$ cat src/rtl/sprite_fetch_arbiter.sv
// ---------------------------------------------------------------------------
// sprite_fetch_arbiter
//
// Purpose:
//   Shares one single-port sprite ROM between NUM_REQ draw layers. On each
//   pixel_strobe the on-flags and ROM addresses of all layers are captured.
//   The on-layers are then read in fixed priority order (layer 0 first).
//   Transparent texels are skipped. The first opaque palette index, together
//   with its layer ID, is returned as a one-cycle result pulse. When no layer
//   is opaque, the result is the background (index TRANSP_IDX, layer
//   NUM_REQ). If a new strobe arrives before the current pixel has resolved,
//   the current pixel is aborted and flagged as an overrun.
//
// Ports:
//   Clk50          in   system clock
//   Reset          in   synchronous, active-high reset
//   pixel_strobe   in   one-cycle pulse, request inputs valid for a new pixel
//   req_on         in   [NUM_REQ]         per-layer "inside sprite" flag
//   req_addr       in   [NUM_REQ*ADDR_W]  per-layer ROM address, layer k at
//                                         bits [k*ADDR_W +: ADDR_W]
//   rom_rd         out  ROM read enable
//   rom_addr       out  [ADDR_W]  ROM address, holds its value between reads
//   rom_data       in   [DATA_W]  ROM output, valid ROM_LAT cycles after rom_rd
//   pix_valid      out  one-cycle result pulse
//   pix_index      out  [DATA_W]  winning palette index
//   pix_layer      out  [LAYER_W] winning layer, NUM_REQ means background
//   pix_overrun    out  qualifies pix_valid: the result was forced by an overrun
//   overrun_count  out  [16] saturating overrun counter
//
// Build option:
//   SPRITE_ARB_OVERRUN_CNT_EN - when defined, overrun_count counts overrun
//   pulses and saturates at 16'hFFFF. When undefined, overrun_count is 0 and
//   the counter is not built.
// ---------------------------------------------------------------------------
module sprite_fetch_arbiter #(
  parameter int NUM_REQ    = 4,
  parameter int ADDR_W     = 18,
  parameter int DATA_W     = 4,
  parameter int ROM_LAT    = 1,
  parameter int TRANSP_IDX = 0,
  parameter int LAYER_W    = 3
) (
  input  logic                      Clk50,
  input  logic                      Reset,
  input  logic                      pixel_strobe,
  input  logic [NUM_REQ-1:0]        req_on,
  input  logic [NUM_REQ*ADDR_W-1:0] req_addr,
  output logic                      rom_rd,
  output logic [ADDR_W-1:0]         rom_addr,
  input  logic [DATA_W-1:0]         rom_data,
  output logic                      pix_valid,
  output logic [DATA_W-1:0]         pix_index,
  output logic [LAYER_W-1:0]        pix_layer,
  output logic                      pix_overrun,
  output logic [15:0]               overrun_count
);

  localparam int IDX_W  = (NUM_REQ > 1) ? $clog2(NUM_REQ) : 1;
  localparam int WAIT_W = 2;

  localparam logic [DATA_W-1:0]  TRANSP = DATA_W'(TRANSP_IDX);
  localparam logic [LAYER_W-1:0] BG_LAYER = LAYER_W'(NUM_REQ);

  typedef enum logic [2:0] {
    S_IDLE,
    S_ISSUE,
    S_WAIT,
    S_DONE,
    S_DONE_BG
  } state_t;

  state_t              state_q, state_d;
  logic [NUM_REQ-1:0]  pend_q, pend_d;
  logic [IDX_W-1:0]    cur_q, cur_d;
  logic [WAIT_W-1:0]   wait_q, wait_d;
  logic [ADDR_W-1:0]   addr_hold_q, addr_hold_d;
  logic                pix_valid_q, pix_valid_d;
  logic [DATA_W-1:0]   pix_index_q, pix_index_d;
  logic [LAYER_W-1:0]  pix_layer_q, pix_layer_d;
  logic                pix_overrun_q, pix_overrun_d;

  logic [ADDR_W-1:0]   bank_q [NUM_REQ];
  logic [ADDR_W-1:0]   req_addr_a [NUM_REQ];
  logic                capture;
  logic                issue_rd;
  logic [IDX_W-1:0]    first_sel;
  logic [NUM_REQ-1:0]  pend_left;

  // Unpack the flat address bus into one entry per layer.
  for (genvar gi = 0; gi < NUM_REQ; gi++) begin : g_unpack
    assign req_addr_a[gi] = req_addr[gi*ADDR_W +: ADDR_W];
  end

  // Lowest set bit of the pending mask is the highest-priority layer left.
  always_comb begin
    first_sel = '0;
    for (int i = NUM_REQ - 1; i >= 0; i--) begin
      if (pend_q[i]) first_sel = IDX_W'(i);
    end
  end

  // Mask with the layer just read removed, used when its texel is transparent.
  assign pend_left = pend_q & ~(NUM_REQ'(1) << cur_q);

  always_comb begin
    state_d       = state_q;
    pend_d        = pend_q;
    cur_d         = cur_q;
    wait_d        = wait_q;
    addr_hold_d   = addr_hold_q;
    pix_valid_d   = 1'b0;
    pix_overrun_d = 1'b0;
    pix_index_d   = pix_index_q;
    pix_layer_d   = pix_layer_q;
    capture       = 1'b0;
    issue_rd      = 1'b0;

    case (state_q)
      S_IDLE: begin
        if (pixel_strobe) begin
          capture = 1'b1;
          pend_d  = req_on;
          state_d = S_ISSUE;
        end
      end

      // An empty captured mask is resolved here without a ROM read, which
      // places the background result two cycles after its strobe.
      S_ISSUE: begin
        if (pend_q != '0) begin
          issue_rd    = 1'b1;
          cur_d       = first_sel;
          addr_hold_d = bank_q[first_sel];
          wait_d      = WAIT_W'(ROM_LAT - 1);
          state_d     = S_WAIT;
        end else begin
          state_d     = S_DONE_BG;
          pix_valid_d = 1'b1;
          pix_index_d = TRANSP;
          pix_layer_d = BG_LAYER;
        end
      end

      S_WAIT: begin
        if (wait_q != '0) begin
          wait_d = wait_q - WAIT_W'(1);
        end else if (rom_data != TRANSP) begin
          state_d     = S_DONE;
          pix_valid_d = 1'b1;
          pix_index_d = rom_data;
          pix_layer_d = LAYER_W'(cur_q);
        end else begin
          pend_d = pend_left;
          if (pend_left != '0) begin
            state_d = S_ISSUE;
          end else begin
            state_d     = S_DONE_BG;
            pix_valid_d = 1'b1;
            pix_index_d = TRANSP;
            pix_layer_d = BG_LAYER;
          end
        end
      end

      // The result is already on the outputs during this cycle, so a new
      // strobe here simply starts the next pixel.
      S_DONE, S_DONE_BG: begin
        state_d = S_IDLE;
        if (pixel_strobe) begin
          capture = 1'b1;
          pend_d  = req_on;
          state_d = S_ISSUE;
        end
      end

      default: state_d = S_IDLE;
    endcase

    // A strobe while a pixel is still being resolved aborts that pixel. Any
    // read still in flight is dropped because the walk restarts at ISSUE.
    if (pixel_strobe && (state_q == S_ISSUE || state_q == S_WAIT)) begin
      capture       = 1'b1;
      pend_d        = req_on;
      state_d       = S_ISSUE;
      pix_valid_d   = 1'b1;
      pix_overrun_d = 1'b1;
      pix_index_d   = TRANSP;
      pix_layer_d   = BG_LAYER;
    end
  end

  always_ff @(posedge Clk50) begin
    if (Reset) begin
      state_q       <= S_IDLE;
      pend_q        <= '0;
      cur_q         <= '0;
      wait_q        <= '0;
      addr_hold_q   <= '0;
      pix_valid_q   <= 1'b0;
      pix_index_q   <= '0;
      pix_layer_q   <= '0;
      pix_overrun_q <= 1'b0;
    end else begin
      state_q       <= state_d;
      pend_q        <= pend_d;
      cur_q         <= cur_d;
      wait_q        <= wait_d;
      addr_hold_q   <= addr_hold_d;
      pix_valid_q   <= pix_valid_d;
      pix_index_q   <= pix_index_d;
      pix_layer_q   <= pix_layer_d;
      pix_overrun_q <= pix_overrun_d;
    end
  end

  // Address bank is pure data; it is only consumed after a capture.
  always_ff @(posedge Clk50) begin
    if (capture) begin
      for (int i = 0; i < NUM_REQ; i++) begin
        bank_q[i] <= req_addr_a[i];
      end
    end
  end

  assign rom_rd      = issue_rd;
  assign rom_addr    = issue_rd ? bank_q[first_sel] : addr_hold_q;
  assign pix_valid   = pix_valid_q;
  assign pix_index   = pix_index_q;
  assign pix_layer   = pix_layer_q;
  assign pix_overrun = pix_overrun_q;

`ifdef SPRITE_ARB_OVERRUN_CNT_EN
  logic [15:0] ovr_cnt_q, ovr_cnt_d;

  // Counts together with the pulse so the value is current while it is shown.
  always_comb begin
    ovr_cnt_d = ovr_cnt_q;
    if (pix_overrun_d && ovr_cnt_q != 16'hFFFF) ovr_cnt_d = ovr_cnt_q + 16'd1;
  end

  always_ff @(posedge Clk50) begin
    if (Reset) ovr_cnt_q <= '0;
    else       ovr_cnt_q <= ovr_cnt_d;
  end

  assign overrun_count = ovr_cnt_q;
`else
  assign overrun_count = 16'h0000;
`endif

endmodule

$ cat config.mk
export PLATFORM = sky130hd
export DESIGN_NAME = sprite_fetch_arbiter
export DESIGN_NICKNAME = d
export VERILOG_FILES = /design/src/rtl/sprite_fetch_arbiter.sv
export SDC_FILE = /design/constraint.sdc
export NUM_CORES = 1
export LEC_CHECK = 0
export CAP_MARGIN = 15
export CORE_MARGIN = 10
export CORE_UTILIZATION = 50
export CTS_BUF_LIST = sky130_fd_sc_hd__clkbuf_2 sky130_fd_sc_hd__clkbuf_4 sky130_fd_sc_hd__clkbuf_8
export DETAILED_ROUTE_END_ITERATION = 16
export PLACE_DENSITY = 0.86
export SLEW_MARGIN = 15
export SYNTH_ARGS = -nofsm -noshare
export SYNTH_HDL_FRONTEND = slang
export SYNTH_SLANG_ARGS = --single-unit
$ cat constraint.sdc
create_clock -name Clk50 -period 3.8 [get_ports Clk50]
set_clock_uncertainty 0.1 [all_clocks]
set_input_delay 0.76 -clock Clk50 [delete_from_list [all_inputs] [get_ports Clk50]]
set_output_delay 0.76 -clock Clk50 [all_outputs]
set_load 0.05 [all_outputs]
==> Word-level counts from Yosys, hierarchy flattened <==
Memories as Yosys holds them, arrays and structs flattened.
Index checks and enable logic that the tools add are counted.
{ "totals": {"ff_bits": 38, "latchBits": 0, "ram_bits": 72, "rom_bits": 0, "inputBits": 83, "out_inout_bits": 44, "wordCells": 98, "memories": 1} }
{ "memory_table": {"columns": ["name", "words", "word_bits", "rd", "rd_ports_with_merged_regs", "wr", "line", "source"], "rows": [
  ["bank_q", 4, 18, 1, 0, 4, "82", "logic [ADDR_W-1:0] bank_q [NUM_REQ];"]
]} }
{ "classes": {"addsub": 1, "n_mul": 0, "div": 0, "n_lt_le_gt_ge": 0, "eq_ne": 16, "shifts": 1, "mux": 46, "bitwise": 2, "n_reduce_logical": 20} }
{ "ops": {"columns": ["cell", "n"], "rows": [
  ["$mux 4", 8],
  ["$mux 3", 10],
  ["$mux 18", 1],
  ["$pmux 4 s2", 2],
  ["$mux 1", 15],
  ["$mux 2", 6],
  ["$pmux 3 s4", 1],
  ["$reduce_and 4->1", 3],
  ["$reduce_bool 4->1", 3],
  ["$ne 2x2->1 const B", 5],
  ["$ne 3x2->1 const B", 3],
  ["$eq 3x2->1 const B", 2],
  ["$ne 3x3->1 const B", 2],
  ["$pmux 3 s2", 1],
  ["$reduce_and 2->1", 3],
  ["$reduce_bool 3->1", 2],
  ["$and 4x4->4", 1],
  ["$ne 4x3->1 const B", 1],
  ["$not 4->4", 1],
  ["$pmux 2 s2", 1],
  ["$reduce_bool 2->1", 2],
  ["$reduce_or 2->1", 2],
  ["$shl 1x2->4 const A", 1],
  ["$eq 3x1->1 const B", 1],
  ["other kinds (9)", 9]
]} }

==> Longest topological paths before layout <==
{ "depth": {"ltp_word": 9, "mapped_depth": 8, "ltp_nobuf": 6} }

==> Least setup slack after synthesis <==
Ideal clock, no wire load.
{ "synth_path": {"path_type": "input to register", "startpoint": "in pixel_strobe", "endpoint": "mem bank_q[0][0], enable pin", "setup_time_ps": 426, "t_arrival_ps": 2237, "required_time_ps": 3274, "setup_slack_ps": 1037, "cell_stages": 2, "path_buffers": 0, "path_cell_list": "nand2_1 inv_1"} }
{ "synth_rtl": {"columns": ["element", "line", "source"], "rows": [
  ["from (decl)", "45", "input logic pixel_strobe,"],
  ["to (decl)", "82", null]
]} }

==> Worst setup path in the final report <==
{ "layout_path": {"startpoint": "reg state_q[0]", "endpoint": "out rom_addr[10]"} }
{ "layout_via": {"elab_chain_len": 3} }
{ "layout_rtl": {"columns": ["element", "line", "source"], "rows": [
  ["from (decl)", "72", "state_t state_q, state_d;"],
  ["from (signal assigned)", "204", "state_q <= state_d;"],
  ["$eq 3x1->1", "118", "case (state_q)"],
  ["$mux 1", "118", null],
  ["$mux 18", "226", "assign rom_addr = issue_rd ? bank_q[first_sel] : addr_hold_q;"],
  ["to (decl)", "49", "output logic [ADDR_W-1:0] rom_addr,"]
]} }
Every way passes these cells.

==> impl_metrics.yaml <==
detailed_routing:
  ant_nets: 0
  routedWlPerCell_um: 19.5
  route.detailed.drc: 0
  drt-initial-drc-count: 286
  via_per_inst: 5.55
  drtPass1Iterations: 4
  totalWireLength_um: 11700
  vias: 3353
synth:
  synth_top_family_by_area: "compound AO/OA/AOI/OAI gates"
  synth_top_area_cell: "edfxtp_1"
  yosys-top-cells-area: "edfxtp_1 46%, dfxtp_1 16%, o21ai_0 4.5%"
  synthSimpleGateAreaFrac_pct: 13.4
  synth-xor-area-share_pct: 0
  yosys_warnings: 0
  yosysSeqAreaShare_pct: 62.8
  synth_area_per_cell_um2: 12.0
  synth_seq_cells: 110
  async_flop_share_pct: 0
  synth_top_area_share_pct: 46.4
  syn_area_um2: 4660
  synth_mux_area_share_pct: 1.93
  yosys.area_share.adder_pct: 0.269
  synth_edf_count: 72
  synth-compound-area-share_pct: 15.7
  ys.flop_type: "edfxtp_1"
  ys_types: 46
  netlist_instances: 387
grt:
  grt_max_degree: 73
  grt_overflow: 0
  grt_usage_pct: 17.4
  grt_pass1_vias: 3523
  grt_pass1_wl_um: 18200
  antenna_found_initial: 0
floorplanning:
  die_x_um: 116
  dieArea_um2: 13600
  die_h_um: 116
  rows: 35
  io_pins: 127
  design.core.area_um2: 9150
  initial_core_util_pct: 50.9
flow_run:
  max_cap_violations: 0
clock_tree:
  cts_sinks: 110
  post_cts_buffers: 0
  cts_resized: 0
  htree_levels: 3
  cts.root.buffer_cell: "clkbuf_8"
  cts_hold_buf: 0
  path_clk_slew_ns: 0.11
  cts_made_buffers: 9
  clk_latency_ns: 0.37
  cts_tree: "built"
  clock_path_buffers: 2
min_path:
  min_path_type: "reg -> reg"
finish:
  fill_cells: 646
  multiInputGateArea_um2: 1530
  layout_common_cells: "91 x clkdlybuf4s50_1, 72 x edfxtp_1, 46 x nand2_1, 42 x o21ai_0, 38 x dfxtp_1"
  layout-drive-gt1-share_pct: 12.2
  nets: 572
  syn_to_final_growth_pct: 33.2
  layout_commonest_cell: "clkdlybuf4s50_1"
  n_antenna_cell: 0
  seq_area_um2: 2920
  instances_no_fill: 604
sta:
  holdWs_ns: 0.382
  tightest_slew_ns: 0.630
  tns_ns: 0
  finalSetupViolCount: 0
  hold_viol_final: 0
  maxSlewHeadroom_pct: 57.9
  grt_setup_unrepaired: "false"
  fin_crit_ns: 3.40
  timing.final.crit_share_pct: 89.4
  worst_slack_ns: 0.404
  drv_slew: 0
  max_freq_mhz: 294
worst_setup_path:
  cp.required_ns: 2.94
  crit_arrival_ns: 2.54
  crit_type: "reg -> out"
  cp-end-kind: "output port"
  critPathLaunchType: "flip-flop"
  cp_max_fo: 39
pwr:
  p_total_mw: 2.85
  leakagePower_nw: 2.21
  p_per_area_nw_per_um2: 459
  ir_drop_v: 0.000260
placement:
  gp_congestion: 0.820
  dp.cells: 588
  io_buffers: 110
  dp_hpwl_um: 8580
  dp_slack_ns: 0.887
run_status:
  status: "complete, no violations"
[metal layers]
metal	part of all wire, %	vias up	global-route usage, %
met3	9.0	14	6.73
met1	39	1622	19.8
li1	-	1581	-
met2	51	136	29.2
met4	1.7	0	6.01
met5	0	-	0
[registers in the layout, indices dropped and copies added, names as in the netlist, 2 cells and up]
| name | cells |
|---|---|
| bank_q | 72 |
| addr_hold_q | 18 |
| pend_q | 4 |
| pix_index | 4 |
| pix_layer | 3 |
| state_q | 3 |
| cur_q | 2 |
| wait_q | 2 |
[final timing paths]
kind / endpoint / from / slack [ns] / cells after the start
worst max-delay path: rom_addr[10] / state_q[0] / 0.40 / 6
worst min-delay path: pix_layer[1] / pix_layer[1] / 0.38 / 2
worst max register to register: addr_hold_q[12] / state_q[0] / 1.44 / 6
worst min register to register: pix_layer[1] / pix_layer[1] / 0.38 / 2
[cells by family after synthesis]
logic type,count (synthesis)
other,1
and+or+nand+nor,114
muxes,7
DFF,110
AOI/OAI and AO/OA,105
buffers and inverters,49
adders and majority gates,1
[layout make-up]
class / instances / share of cell area, %
inverter: 6 / 0.363
multi-input combinational: 243 / 24.7
tap: 111 / 2.24
clock buffer: 10 / 2.22
clock inverter: 6 / 1.39
timing repair buffer: 118 / 22.0
sequential: 110 / 47.1
[cells in the mapped netlist, types with 3 or more instances]
library cell	number
mux2i_1	3
mux2_4	4
nor3_1	5
nor3b_1	4
a21oi_1	8
o22a_1	18
buf_2	10
buf_4	18
a32o_1	4
nor2_1	10
o21ai_0	42
a22oi_1	18
nor2b_1	28
and2_1	4
edfxtp_1	72
nand2_1	46
dfxtp_1	38
inv_1	6
clkbuf_1	13
and3_1	4
[stage by stage]
| step | instance area (µm²) | utilization (%) |
|---|---|---|
| finish | 6200 | 67.8 |
| global route | 6200 | 67.8 |
| CTS | 6200 | 67.8 |
| detailed placement | 5980 | 65.3 |
| global placement | 5980 | 65.3 |
| floorplan | 4710 | - |
[critical path: stages (launching register included)]
cell and delay, ns:
dfxtp_1 0.57, nor3b_4 0.44, nor2b_4 0.22, buf_4 0.39, nand2_1 0.12, o22a_1 0.24, buf_12 0.17
[report_power, final]
part | internal (mW) | total [mW] | switching (mW)
clock network | 0.342 | 0.770 | 0.429
registers | 1.35 | 1.39 | 0.0378
logic | 0.309 | 0.684 | 0.375
total | 2.01 | 2.85 | 0.841
(Power assumes the default switching activity.)
